===== src/rtl/msdf_test_pkg.sv =====
// Shared definitions for the MSDF arithmetic test sequencer and its HPS-side wrapper.
//   - state_e          : sequencer FSM state encoding
//   - TIMEOUT_SENTINEL : all-ones result written for an abandoned vector (sliced to RES_WIDTH)
//   - REG_OFS_*        : word offsets of the status registers seen by the HPS
package msdf_test_pkg;

    typedef enum logic [2:0] {
        StIdle   = 3'd0,
        StFetch  = 3'd1,
        StLoad   = 3'd2,
        StLaunch = 3'd3,
        StWait   = 3'd4,
        StWrite  = 3'd5,
        StDone   = 3'd6
    } state_e;

    // Widest result bus supported; users slice the sentinel down to their RES_WIDTH.
    localparam int unsigned MAX_RES_WIDTH = 128;
    localparam logic [MAX_RES_WIDTH-1:0] TIMEOUT_SENTINEL = '1;

    // Status register word offsets used by the HPS-side wrapper.
    localparam logic [3:0] REG_OFS_CYCLES   = 4'h0;
    localparam logic [3:0] REG_OFS_TIMEOUTS = 4'h1;
    localparam logic [3:0] REG_OFS_BUSY     = 4'h2;
    localparam logic [3:0] REG_OFS_DONE     = 4'h3;

    function automatic logic is_busy(input state_e s);
        return (s != StIdle) && (s != StDone);
    endfunction

endpackage


===== src/rtl/msdf_test_sequencer.sv =====
// MSDF arithmetic test sequencer (ram_clock domain).
// On an accepted start it walks addresses 0..count-1: fetches an operand pair from the two
// operand RAMs, launches the multiplier with a start/done handshake, and writes the result
// (or the all-ones timeout sentinel) into the result RAM. Reports run status to the HPS.
//
// Ports:
//   ram_clock, reset        : sole clock, synchronous active-high reset
//   start, count            : run request and vector count (0..2^ADDR_WIDTH), sampled in IDLE/DONE
//   busy, done              : run in progress / run complete (level)
//   cycles, timeouts        : busy-cycle count (saturating) and timed-out vectors of the run
//   addr_op, q_x, q_y       : operand RAM address and read data (1-cycle read latency)
//   addr_res, data_res,
//   we_res                  : result RAM write port
//   dut_start, dut_x, dut_y : multiplier launch pulse and registered operands
//   dut_done, dut_result    : multiplier result-valid pulse and result
module msdf_test_sequencer
    import msdf_test_pkg::*;
#(
    parameter int unsigned OP_WIDTH   = 32,
    parameter int unsigned RES_WIDTH  = 64,
    parameter int unsigned ADDR_WIDTH = 11,
    parameter int unsigned TIMEOUT    = 1024
) (
    input  logic                  ram_clock,
    input  logic                  reset,
    input  logic                  start,
    input  logic [ADDR_WIDTH:0]   count,
    output logic                  busy,
    output logic                  done,
    output logic [31:0]           cycles,
    output logic [ADDR_WIDTH:0]   timeouts,
    output logic [ADDR_WIDTH-1:0] addr_op,
    input  logic [OP_WIDTH-1:0]   q_x,
    input  logic [OP_WIDTH-1:0]   q_y,
    output logic [ADDR_WIDTH-1:0] addr_res,
    output logic [RES_WIDTH-1:0]  data_res,
    output logic                  we_res,
    output logic                  dut_start,
    output logic [OP_WIDTH-1:0]   dut_x,
    output logic [OP_WIDTH-1:0]   dut_y,
    input  logic                  dut_done,
    input  logic [RES_WIDTH-1:0]  dut_result
);

    localparam int unsigned CNT_WIDTH  = ADDR_WIDTH + 1;
    localparam int unsigned WAIT_WIDTH = $clog2(TIMEOUT + 1);
    // Counter value during the last permitted WAIT cycle (counter is 0 in the first one).
    localparam logic [WAIT_WIDTH-1:0] WAIT_LAST = WAIT_WIDTH'(TIMEOUT - 1);
    localparam logic [RES_WIDTH-1:0]  SENTINEL  = TIMEOUT_SENTINEL[RES_WIDTH-1:0];

    state_e                state_q, state_d;
    logic [CNT_WIDTH-1:0]  count_q, count_d;
    logic [ADDR_WIDTH-1:0] idx_q, idx_d;
    logic [WAIT_WIDTH-1:0] wait_q, wait_d;
    logic [31:0]           cycles_q, cycles_d;
    logic [CNT_WIDTH-1:0]  timeouts_q, timeouts_d;
    logic [ADDR_WIDTH-1:0] addr_op_q, addr_op_d;
    logic [ADDR_WIDTH-1:0] addr_res_q, addr_res_d;
    logic [RES_WIDTH-1:0]  data_res_q, data_res_d;
    logic                  we_res_q, we_res_d;
    logic                  dut_start_q, dut_start_d;
    logic [OP_WIDTH-1:0]   dut_x_q, dut_x_d;
    logic [OP_WIDTH-1:0]   dut_y_q, dut_y_d;

    assign busy     = is_busy(state_q);
    assign done     = (state_q == StDone);
    assign cycles   = cycles_q;
    assign timeouts = timeouts_q;
    assign addr_op  = addr_op_q;
    assign addr_res = addr_res_q;
    assign data_res = data_res_q;
    assign we_res   = we_res_q;
    assign dut_start = dut_start_q;
    assign dut_x    = dut_x_q;
    assign dut_y    = dut_y_q;

    always_comb begin
        state_d     = state_q;
        count_d     = count_q;
        idx_d       = idx_q;
        wait_d      = wait_q;
        cycles_d    = cycles_q;
        timeouts_d  = timeouts_q;
        addr_op_d   = addr_op_q;
        addr_res_d  = addr_res_q;
        data_res_d  = data_res_q;
        dut_x_d     = dut_x_q;
        dut_y_d     = dut_y_q;
        we_res_d    = 1'b0;
        dut_start_d = 1'b0;

        if (busy && (cycles_q != 32'hFFFF_FFFF)) begin
            cycles_d = cycles_q + 32'd1;
        end

        // Registered outputs are loaded on the transition into the state that owns them,
        // so addr_op/dut_start/we_res are valid during FETCH/LAUNCH/WRITE respectively.
        unique case (state_q)
            StIdle, StDone: begin
                if (start) begin
                    count_d    = count;
                    idx_d      = '0;
                    cycles_d   = '0;
                    timeouts_d = '0;
                    addr_op_d  = '0;
                    state_d    = (count == '0) ? StDone : StFetch;
                end
            end
            StFetch: begin
                state_d = StLoad;
            end
            StLoad: begin
                dut_x_d     = q_x;
                dut_y_d     = q_y;
                dut_start_d = 1'b1;
                state_d     = StLaunch;
            end
            StLaunch: begin
                wait_d  = '0;
                state_d = StWait;
            end
            StWait: begin
                wait_d = wait_q + WAIT_WIDTH'(1);
                // A result arriving in the final permitted cycle still counts.
                if (dut_done) begin
                    data_res_d = dut_result;
                    addr_res_d = idx_q;
                    we_res_d   = 1'b1;
                    state_d    = StWrite;
                end else if (wait_q == WAIT_LAST) begin
                    data_res_d = SENTINEL;
                    addr_res_d = idx_q;
                    we_res_d   = 1'b1;
                    timeouts_d = timeouts_q + CNT_WIDTH'(1);
                    state_d    = StWrite;
                end
            end
            StWrite: begin
                // Compare at CNT_WIDTH so count = 2^ADDR_WIDTH terminates without idx wrapping.
                if ({1'b0, idx_q} == (count_q - CNT_WIDTH'(1))) begin
                    state_d = StDone;
                end else begin
                    idx_d     = idx_q + ADDR_WIDTH'(1);
                    addr_op_d = idx_q + ADDR_WIDTH'(1);
                    state_d   = StFetch;
                end
            end
            default: begin
                state_d = StIdle;
            end
        endcase
    end

    always_ff @(posedge ram_clock) begin
        if (reset) begin
            state_q     <= StIdle;
            count_q     <= '0;
            idx_q       <= '0;
            wait_q      <= '0;
            cycles_q    <= '0;
            timeouts_q  <= '0;
            addr_op_q   <= '0;
            addr_res_q  <= '0;
            data_res_q  <= '0;
            we_res_q    <= 1'b0;
            dut_start_q <= 1'b0;
            dut_x_q     <= '0;
            dut_y_q     <= '0;
        end else begin
            state_q     <= state_d;
            count_q     <= count_d;
            idx_q       <= idx_d;
            wait_q      <= wait_d;
            cycles_q    <= cycles_d;
            timeouts_q  <= timeouts_d;
            addr_op_q   <= addr_op_d;
            addr_res_q  <= addr_res_d;
            data_res_q  <= data_res_d;
            we_res_q    <= we_res_d;
            dut_start_q <= dut_start_d;
            dut_x_q     <= dut_x_d;
            dut_y_q     <= dut_y_d;
        end
    end

endmodule


===== config.mk =====
export PLATFORM = sky130hd
export DESIGN_NAME = msdf_test_sequencer
export DESIGN_NICKNAME = d
export VERILOG_FILES = /design/src/rtl/msdf_test_pkg.sv /design/src/rtl/msdf_test_sequencer.sv
export SDC_FILE = /design/constraint.sdc
export NUM_CORES = 1
export LEC_CHECK = 0
export BUFFER_PORTS_ARGS = -buffer_cell sky130_fd_sc_hd__clkbuf_2
export CAP_MARGIN = 25
export CORE_ASPECT_RATIO = 0.75
export CORE_UTILIZATION = 30
export CTS_CLUSTER_DIAMETER = 80
export DETAILED_ROUTE_END_ITERATION = 12
export PLACE_DENSITY = 0.55
export SYNTH_ARGS = -nofsm -noshare
export SYNTH_HDL_FRONTEND = slang
export SYNTH_SLANG_ARGS = --single-unit
export TNS_END_PERCENT = 30

===== constraint.sdc =====
create_clock -name ram_clock -period 3.2 [get_ports ram_clock]
set_input_delay 0.64 -clock ram_clock [delete_from_list [all_inputs] [get_ports ram_clock]]
set_output_delay 0.64 -clock ram_clock [all_outputs]
set_load 0.02 [all_outputs]

# Yosys cells after proc, flatten, opt, wreduce, memory -nomap -nowiden

Cells that the tools add are included.

Bits of input ports: 144
Word-level logic and storage cells: 73
Register bits: 222
Output and inout bits: 198

Mux-type cells: 24
Eq/ne operators: 15
Bitwise operators: 1
Add/subtract/negate cells: 5
Reductions and logical operators: 16

Operators by type and width:

| operator              | count |
|---|---|
| $mux 64               | 2 |
| $mux 32               | 3 |
| $mux 11               | 4 |
| $pmux 11 s2           | 2 |
| $mux 12               | 3 |
| $add 32x1->32 const B | 1 |
| $ne 32x32->1 const B  | 1 |
| $pmux 12 s2           | 1 |
| $add 11x1->11 const B | 2 |
| $pmux 3 s6            | 1 |
| $mux 3                | 5 |
| $add 12x1->12 const B | 1 |
| $eq 11x12->1          | 1 |
| $logic_not 12->1      | 1 |
| $sub 12x1->12 const B | 1 |
| $eq 11x10->1 const B  | 1 |
| $eq 3x3->1 const B    | 3 |
| $ne 2x2->1 const B    | 4 |
| $reduce_bool 2->1     | 4 |
| $eq 3x2->1 const B    | 2 |
| $ne 3x3->1 const B    | 2 |
| $reduce_and 2->1      | 3 |
| $reduce_and 4->1      | 1 |
| $reduce_or 2->1       | 2 |
| other kinds (7)       | 10 |

# Longest topological paths before layout

Depth in word-level cells: 6
Gate-level depth with buffers: 12
Gate-level depth less buffers: 9

# Worst setup path after synthesis

No wires, ideal clock.

Path type: register to register
Start point: reg count_q[4]
End point: reg addr_op_q[10], in the netlist addr_op[10]
Library setup time: 67 ps
Setup slack: 472 ps
Path buffers: 2
Cell stages (with the launch flop): 10
Clock period less this slack: 2728 ps
Data arrival time: 2661 ps
Cells stage by stage: dfxtp_1 -> or4_1 -> buf_2 -> or2_4 -> xnor2_1 -> a311oi_1 -> a2111oi_4 -> buf_6 -> or4_1 -> a21oi_2

Longest elaborated chain between the ends: 4

RTL lines:

| element                           | line                       | text |
|---|---|---|
| from (decl)                       | msdf_test_sequencer.sv:52  | `logic [CNT_WIDTH-1:0] count_q, count_d;` |
| from (signal assigned)            | msdf_test_sequencer.sv:171 | `count_q <= count_d;` |
| $sub 12x1->12                     | msdf_test_sequencer.sv:140 | `if ({1'b0, idx_q} == (count_q - CNT_WIDTH'(1))) begin` |
| $eq 11x12->1                      | msdf_test_sequencer.sv:140 |  |
| $ne 2x2->1 (no source line)       | n/a                        |  |
| $reduce_and 3->1 (no source line) | n/a                        |  |
| to (signal assigned)              | msdf_test_sequencer.sv:176 | `addr_op_q <= addr_op_d;` |
| to (decl)                         | msdf_test_sequencer.sv:57  | `logic [ADDR_WIDTH-1:0] addr_op_q, addr_op_d;` |

No other way between the ends.
A chain may end at the register's enable or synchronous reset.

# Worst setup path in the final report

Same ends and word-level chain as after synthesis.

==> reports/results.tsv <==
metric	value	unit
status	finished clean	
yosys_warnings	0	
slew_violations	0	
die_h	153.7	um
dr.pass1.iters	4	
synth_cell_types	60	
rsz0062_at_grt	false	
worst_pin_slew	0.9351	ns
yosys.cell_count.top_type	dfxtp_1	
rows	55	
syn2layout_area_growth	31.70	%
grt_max_degree	97	
min_period_over_period	90.32	%
wl_per_cell	14.84	um
initial_core_util	30.52	%
grt_pass1_vias	8293	
cts_resized	0	
finalWorstSetupSlack	0.3099	ns
clk_path_buf_depth	3	
worst_hold_slack	0.3135	ns
synthCells	1128	
drive_above_1_share	29.11	%
clk_latency	0.54	ns
cts_tree	done	
critPathMaxFanout	21	
dieArea	0.03138	sq mm
yosys.area.top_type	dfxtp_1	
dp_hpwl	18.83	mm
clock_skew	0.01825	ns
post_cts_buffers	0	
grt_usage	16.95	%
yosys_register_bits	222	
crit_arrival	3.36	ns
io_buffer_count	341	
synthTopCellsByCount	dfxtp_1 (222), nand2_1 (170), nor2_1 (142), nor3_1 (142), a21oi_1 (99)	
crit_type	flop to flop	
synth.avg_cell_area	8.156	sq um
final_core_util	40.20	%
finalCriticalPeriod	2.890	ns
drc	0	
leakage	5.027	nW
fmax	346.0	MHz
cts_buffers	26	
core	0.03014	sq mm
async_flop_share	0	%
synthTopCellsByArea	dfxtp_1 (48%), nor3_1 (7.7%), nand2_1 (6.9%)	
finalSetupViolCount	0	
ios	342	
setup_tns	0	ns
hold_violations	0	
drt-total-wl	27.48	mm
nNetsFinal	1584	
worstHoldPathType	primary input to flop	
synth_ff_type	dfxtp_1	
relSlewSlack	37.43	%
cts_sinks	222	
drtAntennaViolNets	0	
synth.top_cell.area_share	48.31	%
syn_nets	1277	
num_vias	8905	
required	3.67	ns
clk_pin_slew	0.06	ns
grt_pass1_wl	43.79	mm
hold_buffers	0	
ys_seq_area_share	48.31	%
die_w	204.2	um
ir_worst_vdd	0.3478	mV
vias_per_cell	4.808	
worstSetupEndpointType	flop	
synth_edf_count	0	
cap_viol_max_count	0	
diodes	0	
grt_antenna_before_repair	0	
gr-total-overflow	0	
cp-start-kind	flop	
htreeDepth	1	
power_density	563.9	mW/mm^2
root_buffer	clkbuf_16	
place_ws	0.3221	ns
drtIter0Drc	538	
routabilityCongestion	0.8206	
mappedNetlistArea	0.009200	sq mm
## metal layers
metal | part of all wire [%] | GRT usage [%] | up-vias
li1 | - | - | 4494
met1 | 47 | 23.03 | 4108
met2 | 43 | 25.75 | 259
met3 | 7.5 | 5.256 | 44
met4 | 2.4 | 4.620 | 0
met5 | 0 | 0 | -
## area by class of cell
type / instances / area, sq um
fillers: 3133 / 18020
flip-flops and latches: 222 / 4444
multi-input cells: 820 / 4414
repair buffers: 356 / 1863
clock buffers: 36 / 738.2
well taps: 399 / 499.2
clock inverters: 10 / 123.9
inverters: 9 / 33.78
## worst paths after layout
check / from / endpoint / slack, ns / depth (start not counted)
worst min-delay path: q_y[18] / dut_y[18] / 0.31 / 3
worst max-delay path: count_q[4] / addr_op[10] / 0.31 / 9
worst max register to register: count_q[4] / addr_op[10] / 0.31 / 9
worst min register to register: addr_res[1] / addr_res[1] / 0.45 / 2
## metrics by stage
step           cells  cell area, sq um  total power [W]
2_1_floorplan   1128              9200         0.003590
3_3_place_gp    1806             11250         0.003906
3_5_place_dp    1806             11250         0.003916
4_1_cts         1852             12120         0.006953
5_1_grt         1852             12120         0.007156
6_report        1852             12120         0.006833
## power by group
| group | internal (W) | leakage (nW) | switching (W) |
|---|---|---|---|
| Sequential | 0.00288 | 1.80 | 0.0000880 |
| Clock | 0.00178 | 0.424 | 0.00120 |
| Combinational | 0.000328 | 2.81 | 0.000557 |
| Total | 0.00498 | 5.03 | 0.00185 |
## kinds of logic (layout without fill, tap and decap cells)
logic type	Yosys count	in the layout	synth area share [%]
simple gates	588	588	29.77
compound gates	162	162	10.77
mux	16	16	1.754
flops	222	222	48.31
xor+xnor	49	49	4.814
buf+inv	86	411	3.903
fa+ha+maj	5	5	0.6800
## cell usage in the layout, fill, tap and decap left out, types with 4 or more instances in the layout
cell type | Yosys | layout
a21oi_1 | 99 | 99
a21oi_2 | 5 | 5
and2_1 | 7 | 6
and3_1 | 14 | 14
buf_4 | 1 | 12
clkbuf_1 | 65 | 5
clkbuf_16 | 0 | 26
clkbuf_2 | 0 | 340
clkbuf_8 | 0 | 5
clkinv_2 | 0 | 4
dfxtp_1 | 222 | 222
ha_1 | 5 | 5
inv_1 | 9 | 9
mux2i_1 | 15 | 15
nand2_1 | 170 | 169
nand2b_1 | 10 | 9
nand3_1 | 33 | 33
nand3b_1 | 8 | 8
nand4_1 | 15 | 15
nor2_1 | 142 | 142
nor2b_1 | 4 | 4
nor3_1 | 142 | 140
nor4_1 | 7 | 7
o21ai_0 | 22 | 22
o31ai_1 | 8 | 8
or2_2 | 4 | 4
or3_1 | 10 | 9
or4_1 | 9 | 9
xnor2_1 | 23 | 23
xor2_1 | 25 | 25
## worst max-delay path, stage by stage, from the launching register on
cell       delay, ns
dfxtp_1         0.34
or4_1           0.68
or2_4           0.32
xnor2_1         0.12
a311oi_1        0.27
buf_4           0.17
a2111oi_4       0.03
buf_4           0.22
or4_1           0.53
a21oi_2         0.14
## sequential cells by signal, summed over array words and instances, names as in the netlist, 12 cells and up
signal / flops
count_q: 12
cycles: 32
data_res: 64
dut_x: 32
dut_y: 32
timeouts: 12
(Power assumes the default switching activity.)
